--- src/rtl/farm_sensor_req.sv ---
// farm_sensor_req
//   Producer side of the traffic-light controller's farm-road sensor input.
//   The raw loop-detector level is synchronized, debounced and turned into
//   arrival pulses. These drive a small IDLE/REQ/SERVE machine that holds a
//   registered request until the controller shows farm green, then re-arms.
//   Also reports wait-time urgency and malformed light codes.
//
// Parameters
//   DEBOUNCE_CYCLES  enabled samples needed to flip the debounced level (1..7)
//   CNT_W            width of the pending-vehicle counter
//   MAX_WAIT         enabled cycles in REQ before urgent asserts (1..31)
//
// Ports
//   clk           clock
//   rst_n         synchronous active-low reset
//   ena           enable; when low all state except the synchronizer freezes
//   loop_raw      asynchronous loop-detector level, 1 = vehicle present
//   light_farm    one-hot farm light: 100 red, 010 yellow, 001 green
//   req_c         registered vehicle request (controller input C)
//   veh_count     arrivals pending service, saturating
//   urgent        request has waited at least MAX_WAIT enabled cycles
//   light_err     sticky: a non-one-hot light_farm value was sampled
//   sensor_stuck  debounced level high for 63 enabled cycles
//
// Build option
//   FARM_REQ_STUCK_EN  enables the stuck-sensor counter; otherwise
//                      sensor_stuck is tied low.

module farm_sensor_req #(
  parameter int DEBOUNCE_CYCLES = 4,
  parameter int CNT_W           = 4,
  parameter int MAX_WAIT        = 13
) (
  input  logic             clk,
  input  logic             rst_n,
  input  logic             ena,
  input  logic             loop_raw,
  input  logic [2:0]       light_farm,
  output logic             req_c,
  output logic [CNT_W-1:0] veh_count,
  output logic             urgent,
  output logic             light_err,
  output logic             sensor_stuck
);

  typedef enum logic [1:0] {
    ST_IDLE  = 2'd0,
    ST_REQ   = 2'd1,
    ST_SERVE = 2'd2
  } state_t;

  localparam logic [2:0]       DC_LAST    = 3'(DEBOUNCE_CYCLES - 1);
  localparam logic [4:0]       MAX_WAIT_C = 5'(MAX_WAIT);
  localparam logic [4:0]       WAIT_SAT   = 5'h1f;
  localparam logic [CNT_W-1:0] CNT_SAT    = '1;

  // ---------------------------------------------------------------------
  // Two-flop synchronizer; runs every cycle so the sampled level is never
  // stale when ena comes back.
  // ---------------------------------------------------------------------
  logic s1, s2;

  always_ff @(posedge clk) begin
    if (!rst_n) begin
      s1 <= 1'b0;
      s2 <= 1'b0;
    end else begin
      s1 <= loop_raw;
      s2 <= s1;
    end
  end

  // ---------------------------------------------------------------------
  // Debouncer: dc counts consecutive enabled samples that disagree with db.
  // The toggle fires on the sample where the old dc already equals
  // DEBOUNCE_CYCLES-1, i.e. the DEBOUNCE_CYCLES-th disagreeing sample.
  // ---------------------------------------------------------------------
  logic       db;
  logic [2:0] dc;
  logic       db_toggle;
  logic       db_rise;
  logic       db_fall;

  assign db_toggle = ena && (s2 != db) && (dc == DC_LAST);
  assign db_rise   = db_toggle && !db;
  assign db_fall   = db_toggle &&  db;

  always_ff @(posedge clk) begin
    if (!rst_n) begin
      db <= 1'b0;
      dc <= 3'd0;
    end else if (ena) begin
      if (s2 != db) begin
        if (dc == DC_LAST) begin
          db <= ~db;
          dc <= 3'd0;
        end else begin
          dc <= dc + 3'd1;
        end
      end else begin
        dc <= 3'd0;
      end
    end
  end

  // Arrival pulse is registered so the FSM and counter react one enabled
  // edge after db rises. It holds through ena=0 and is consumed on the next
  // enabled edge.
  logic arr;

  always_ff @(posedge clk) begin
    if (!rst_n)   arr <= 1'b0;
    else if (ena) arr <= db_rise;
  end

  // ---------------------------------------------------------------------
  // Light decode. Anything other than a clean one-hot code is an error and
  // never counts as green.
  // ---------------------------------------------------------------------
  logic onehot;
  logic green;

  assign onehot = (light_farm == 3'b100) || (light_farm == 3'b010) ||
                  (light_farm == 3'b001);
  assign green  = (light_farm == 3'b001);

  // ---------------------------------------------------------------------
  // Request FSM
  // ---------------------------------------------------------------------
  state_t           state, state_nx;
  logic [CNT_W-1:0] cnt_nx;
  logic [4:0]       wait_q, wait_nx;
  logic             urgent_nx;
  logic             serve_entry;

  always_ff @(posedge clk) begin
    if (!rst_n) state <= ST_IDLE;
    else        state <= state_nx;
  end

  always_comb begin
    state_nx = state;
    if (ena) begin
      case (state)
        ST_IDLE:  if (arr)    state_nx = ST_REQ;
        ST_REQ:   if (green)  state_nx = ST_SERVE;
        ST_SERVE: if (!green) state_nx = (veh_count != '0) ? ST_REQ : ST_IDLE;
        default:              state_nx = ST_IDLE;
      endcase
    end
  end

  assign serve_entry = (state == ST_REQ) && (state_nx == ST_SERVE);

  // Vehicle counter: service clears the backlog, but an arrival landing on
  // the same edge is kept as the next pending vehicle.
  always_comb begin
    cnt_nx = veh_count;
    if (ena) begin
      if (serve_entry)
        cnt_nx = arr ? CNT_W'(1) : '0;
      else if (arr && (veh_count != CNT_SAT))
        cnt_nx = veh_count + CNT_W'(1);
    end
  end

  // Wait counter only advances while staying in REQ; any entry into or
  // exit from REQ restarts it at zero.
  always_comb begin
    wait_nx = wait_q;
    if (ena) begin
      if ((state == ST_REQ) && (state_nx == ST_REQ))
        wait_nx = (wait_q == WAIT_SAT) ? wait_q : wait_q + 5'd1;
      else
        wait_nx = 5'd0;
    end
  end

  // Computed from next-state values so urgent lines up with req_c.
  assign urgent_nx = (state_nx == ST_REQ) && (wait_nx >= MAX_WAIT_C);

  always_ff @(posedge clk) begin
    if (!rst_n) begin
      req_c     <= 1'b0;
      veh_count <= '0;
      wait_q    <= 5'd0;
      urgent    <= 1'b0;
      light_err <= 1'b0;
    end else if (ena) begin
      req_c     <= (state_nx == ST_REQ);
      veh_count <= cnt_nx;
      wait_q    <= wait_nx;
      urgent    <= urgent_nx;
      if (!onehot) light_err <= 1'b1;
    end
  end

  // ---------------------------------------------------------------------
  // Stuck-sensor detector
  // ---------------------------------------------------------------------
`ifdef FARM_REQ_STUCK_EN
  logic [5:0] stuck_cnt;

  always_ff @(posedge clk) begin
    if (!rst_n) begin
      stuck_cnt    <= 6'd0;
      sensor_stuck <= 1'b0;
    end else if (ena) begin
      if (db_fall) begin
        stuck_cnt    <= 6'd0;
        sensor_stuck <= 1'b0;
      end else if (db) begin
        if (stuck_cnt != 6'd63) stuck_cnt <= stuck_cnt + 6'd1;
        if (stuck_cnt >= 6'd62) sensor_stuck <= 1'b1;
      end else begin
        stuck_cnt <= 6'd0;
      end
    end
  end
`else
  assign sensor_stuck = 1'b0;
`endif

endmodule
--- config.mk ---
export PLATFORM = sky130hd
export DESIGN_NAME = farm_sensor_req
export DESIGN_NICKNAME = d
export VERILOG_FILES = /design/src/rtl/farm_sensor_req.sv
export SDC_FILE = /design/constraint.sdc
export NUM_CORES = 1
export LEC_CHECK = 0
export CORE_MARGIN = 3
export CORE_UTILIZATION = 40
export CTS_BUF_LIST = sky130_fd_sc_hd__clkbuf_2
export DETAILED_ROUTE_END_ITERATION = 12
export GPL_TIMING_DRIVEN = 0
export PLACE_DENSITY = 0.71
export SLEW_MARGIN = 20
export SYNTH_ARGS = -nofsm -noshare
export SYNTH_HDL_FRONTEND = slang
export SYNTH_SLANG_ARGS = --single-unit
--- constraint.sdc ---
create_clock -name clk -period 3.8 [get_ports clk]
set_clock_uncertainty 0.15 [all_clocks]
set_input_delay 0.76 -clock clk [delete_from_list [all_inputs] [get_ports clk]]
set_output_delay 0.76 -clock clk [all_outputs]
set_load 0.03 [all_outputs]
* Word-level counts from Yosys, hierarchy flattened *
Index checks and enable logic that the tools add are counted.
Widths: inputs -> output; s select.

cells by class
  eq/ne operators = 11
  reduce and logical (&&, ||, !) cells = 16
  shift operators = 0
  bitwise logic cells = 2
  div/mod/pow operators = 0
  multiplexer cells = 14
  multiply operators = 0
  add/sub/neg operators = 3
  $lt $le $gt $ge = 1

operator list
  operator             count
  $mux 5               3
  $mux 2               4
  $mux 4               2
  $logic_and 1x1->1    7
  $eq 3x2->1 const B   2
  $mux 3               2
  $pmux 2 s3           1
  $add 5x1->5 const B  1
  $eq 5x5->1 const B   1
  $ge 5x4->1 const B   1
  $add 4x1->4 const B  1
  $eq 2x1->1 const B   2
  $eq 2x2->1 const B   2
  $ne 4x4->1 const B   1
  $reduce_and 2->1     2
  $reduce_bool 4->1    1
  $add 3x1->3 const B  1
  $eq 3x1->1 const B   1
  $eq 3x3->1 const B   1
  $reduce_and 3->1     1
  $logic_not 2->1      1
  $logic_or 1x1->1     2
  $mux 1               2
  $not 1->1            2
  3 further kinds      3

storage, ports and cells
  bits in registers = 21
  logic and storage cells = 58
  bits in latches = 0
  memory bits (read-only) = 0
  RAM bits = 0
  output and inout port bits = 8
  memories kept = 0
  bits of input ports = 7

* Depth between registers and ports, before layout *
Gate-level depths: netlist of run 1.

  word-level depth = 11
  depth in mapped cells = 7
  gate-level depth less buffers = 7

* Worst setup path before layout of run 1 *
Ideal clock, no wire load.

  kind = in2reg
  from = input port light_farm[1]
  to = register urgent
  setup time = 0.136 ns
  stages on the path = 5
  required time = 3.514 ns
  buffers on the path = 0
  data arrival time = 1.534 ns
  slack = 1.979 ns
  cells stage by stage = or3b_4 -> o311ai_2 -> a21oi_2 -> o221ai_1 -> a31oi_1

on the way
  cells in the longest elaborated chain, start to end = 10
  elaborated cells between the ends (all ways) = 11
  those cells by class = order compare: 1; eq/ne: 2; mux: 6; reduce/logical: 2

RTL lines
  item                       RTL line  source
  start: declaration         38        input logic [2:0] light_farm,
  $eq 3x1->1 (*)             125       assign green = (light_farm == 3'b001);
  $mux 2 (on tied branches)  147, 146
  $pmux 2 s3 (*)             144       case (state)
  $mux 2 (*)                 143       if (ena) begin
  $eq 2x1->1 (*)             172, 180
  $logic_and 1x1->1          172       if ((state == ST_REQ) && (state_nx == ST_REQ))
  $mux 5                     172
  $mux 5                     171       if (ena) begin
  $ge 5x4->1                 180       assign urgent_nx = (state_nx == ST_REQ) && (wait_nx >= MAX_WAIT_C);
  $logic_and 1x1->1 (*)      180
  end signal: assignment     193       urgent <= urgent_nx;
  end: declaration           41        output logic urgent,

Every way passes the cells marked *; elsewhere a longest branch is shown, timed or not.
A chain may end at the register's enable or synchronous reset.

* Worst setup path after layout of run 1 *
  from = register veh_count[2]
  to = output port veh_count[2]

RTL lines
  item                      RTL line  source
  start: declaration        40        output logic [CNT_W-1:0] veh_count,
  start signal: assignment  191       veh_count <= cnt_nx;

No word-level cell between the ends.

==> flow_summary.yaml, run 1 <==
setup_path:
  critPathMaxFanout: 5
  worstPathRequired_ps: 2890
  cpLargestDelayFamily: "buffers and inverters"
  critical_path_buf_inv_count: 1
  setup.worst_path.start_class: "register"
  critical-path-max-stage-delay_ps: 730
  critical_path_arrival_ps: 1560
  end_kind: "output pin"
  criticalPathCategory: "reg -> out"
  critical_path.slowest_cell: "clkdlybuf4s50_1"
  timing.critical_path.cells: "clkdlybuf4s50_1"
global_routing:
  grt_pass1_vias: 923
  total_congestion_overflow_after_global_routing: 0
  grt_pass1_wl_mm: 3.91
  grt_antenna_before_repair: 0
  grt_max_degree: 13
  gr-usage-all-layers_pct: 14.8
sta:
  finalHoldViolCount: 0
  fin_hold_ws_ps: 322
  setup_violations: 0
  timing.final.crit_share_pct: 64.9
  report.final.slew_viol_count: 0
  final.min_clock_period_ps: 2470
  clock.fmax_mhz: 406
  unrepaired_setup_endpoints_after_global_routing: "no"
  finalWorstSetupSlack_ps: 1330
  accumulated_negative_setup_slack_ps: 0
power:
  power_per_cell_area_mw_per_mm2: 282
  vdd_ir_drop_max_v: 0.000193
  static-leakage-power_uw: 0.000487
clock_tree:
  clkTransAtPathRegs_ps: 210
  cts.sinks: 21
  holdBufCountCts: 0
  cts_root_buffer: "clkbuf_2"
  post_cts_resize_count: 0
  clock_tree.htree_level_count: 1
  clock_tree_from_tritoncts: "yes"
  worst_skew_late_latency_ps: 330
  post_cts.repair.setup_buffers: 0
  tritoncts.num_buffers: 3
  cts_buffer_depth: 2
job:
  max_cap_viol_count: 0
outcome:
  outcome: "complete, no violations"
yosys:
  synth_top_cells_by_area: "dfxtp_1, ha_1, nand2_1, o21ai_0, xor2_1"
  fraction_of_post_synthesis_cell_area_in_the_top_cell_type_by_area_pct: 38.4
  mappedNetlistNets: 134
  ys_ff_latch: 21
  netlist_area_before_placement_mm2: 0.00109
  avgSynthCellArea_um2: 8.89
  post_synth_num_cell_types: 44
  post_synth_inst_count: 123
  yosysSeqAreaShare_pct: 38.4
  yosys_warnings: 0
  yosys.area.top_type: "dfxtp_1"
layout:
  n_antenna_cell: 0
  finish.net_count: 151
  area.growth.synth_to_final_pct: 16.2
  drive_above_1_share_pct: 10.1
  final_core_util_pct: 50.0
die:
  design.die.area_mm2: 0.00340
  die_width_um: 58.3
  floorplan.io_pins: 15
  fp.coreArea_mm2: 0.00254
  fp-row-count: 18
  initial_core_util_pct: 43.0
  floorplan.die.height_um: 58.3
detailed_routing:
  post_drt_via_cell_ratio: 5.49
  drc: 0
  drtIter0Drc: 17
  totalWireLength_mm: 2.16
  detailroute.via_count: 928
  detail_route.wl_per_cell_um: 12.8
  firstDrtPassIters: 4
  antenna_left: 0
min_path:
  min_path_type: "reg -> reg"
placement:
  place_ws_ps: 1350
  hpwl_mm: 1.66
  routabilityCongestion: 0.760
  port-buffer-count: 12
## layout make-up
class	instances	area, µm²
fillers	257	1270
multi-input cells	92	627
flip-flops and latches	21	420
repair buffers	12	120
well taps	30	37.5
plain buffers	5	27.5
inverters	5	18.8
clock buffers	3	15.0
clock inverters	1	5.00
## logic make-up after synthesis
kind of cell,synth area share (%)
XOR/XNOR,4.81
adder cells (fa/ha/maj),4.58
AO/OA/AOI/OAI,20.0
other,0.343
multiplexers,0.915
AND/OR/NAND/NOR,26.7
buffers and inverters,4.23
flip-flops,38.4
## layout by cell type (no fill, tap or decap), drive strengths merged, types with 2 or more instances in the layout
master and n:
nand3 5, nand4b 2, a31oi 2, xor2 4
buf 3, and4 2, clkdlybuf4s50 12, nor3 2
clkbuf 5, nor2b 5, ha 4, inv 5
nand4 3, and3 2, and2 2, nor2 8
a21oi 6, dfxtp 21, o21ai 8, xnor2 2
nand2 15, a21boi 4
## flip-flops by register name, summed over array words and instances, names as in the netlist
| name | cells |
|---|---|
| arr | 1 |
| db | 1 |
| dc | 3 |
| light_err | 1 |
| req_c | 1 |
| s1 | 1 |
| s2 | 1 |
| state | 2 |
| urgent | 1 |
| veh_count | 4 |
| wait_q | 5 |
## per-layer routing
metal | wire (µm) | track usage [%] | up-vias
met5 | 0 | 0 | -
met2 | 1070 | 26.3 | 12
met4 | 52 | 6.62 | 0
met3 | 60 | 2.23 | 7
li1 | - | - | 473
met1 | 973 | 17.4 | 436
## where the power goes
group          internal, µW  leakage [µW]  total (µW)  switching (µW)
Sequential              224      0.000170         227            2.48
Combinational          17.3      0.000300        38.1            20.8
Clock                  23.8     0.0000164        93.1            69.2
Total                   265      0.000487         358            92.5
## final timing paths
check,from,to,slack [ps],depth (start not counted)
worst max-delay path,veh_count[2],veh_count[2],1330,1
worst min-delay path,s1,s2,320,1
worst max register to register,wait_q[0],urgent,2010,5
worst min register to register,s1,s2,320,1
## cells in the mapped netlist (all sizes together)
library cell  count
conb              1
or4               1
a311o             1
and2              2
nor3              2
xnor2             2
nor3b             1
buf               3
a21boi            4
and4              2
nand4             3
and3              2
xor2              4
o221a             1
nand4b            2
nand3             5
and2b             1
nor2b             5
nand2b            1
o221ai            1
o21a              1
a21oi             6
o211a             1
a31oi             2
o211ai            1
dfxtp            21
clkbuf            2
nand2            15
inv               5
or3b              1
o311ai            1
o21ai             8
nor2              8
a22oi             1
o2111ai           1
ha                4
mux2i             1
## metrics by stage
stage | power [µW] | area (µm²) | cells
6_report | 358 | 1270 | 169
5_1_grt | 375 | 1270 | 169
4_1_cts | 363 | 1270 | 169
3_5_place_dp | 269 | 1250 | 165
3_3_place_gp | 269 | 1250 | 165
2_1_floorplan | 254 | 1090 | 123
Note: power is estimated with default switching activity, not from simulation.
==> inputs of run 2 (changes only) <==
==> constraint.sdc (replaced) <==
create_clock -name clk -period 2.55 [get_ports clk]
set_clock_uncertainty 0.15 [all_clocks]
set_input_delay 0.51 -clock clk [delete_from_list [all_inputs] [get_ports clk]]
set_output_delay 0.51 -clock clk [all_outputs]
set_load 0.03 [all_outputs]
==> results of run 2 <==
Same layout as run 1 (identical final DEF). Status: complete, no violations.
Main changes from that run: setup slack after placement 1350 ps -> 347 ps; setup slack after layout 1330 ps -> 334 ps; register-to-register setup slack 2010 ps -> 760 ps; total power 358 µW -> 533 µW; worst IR drop on VDD 0.000193 V -> 0.000288 V
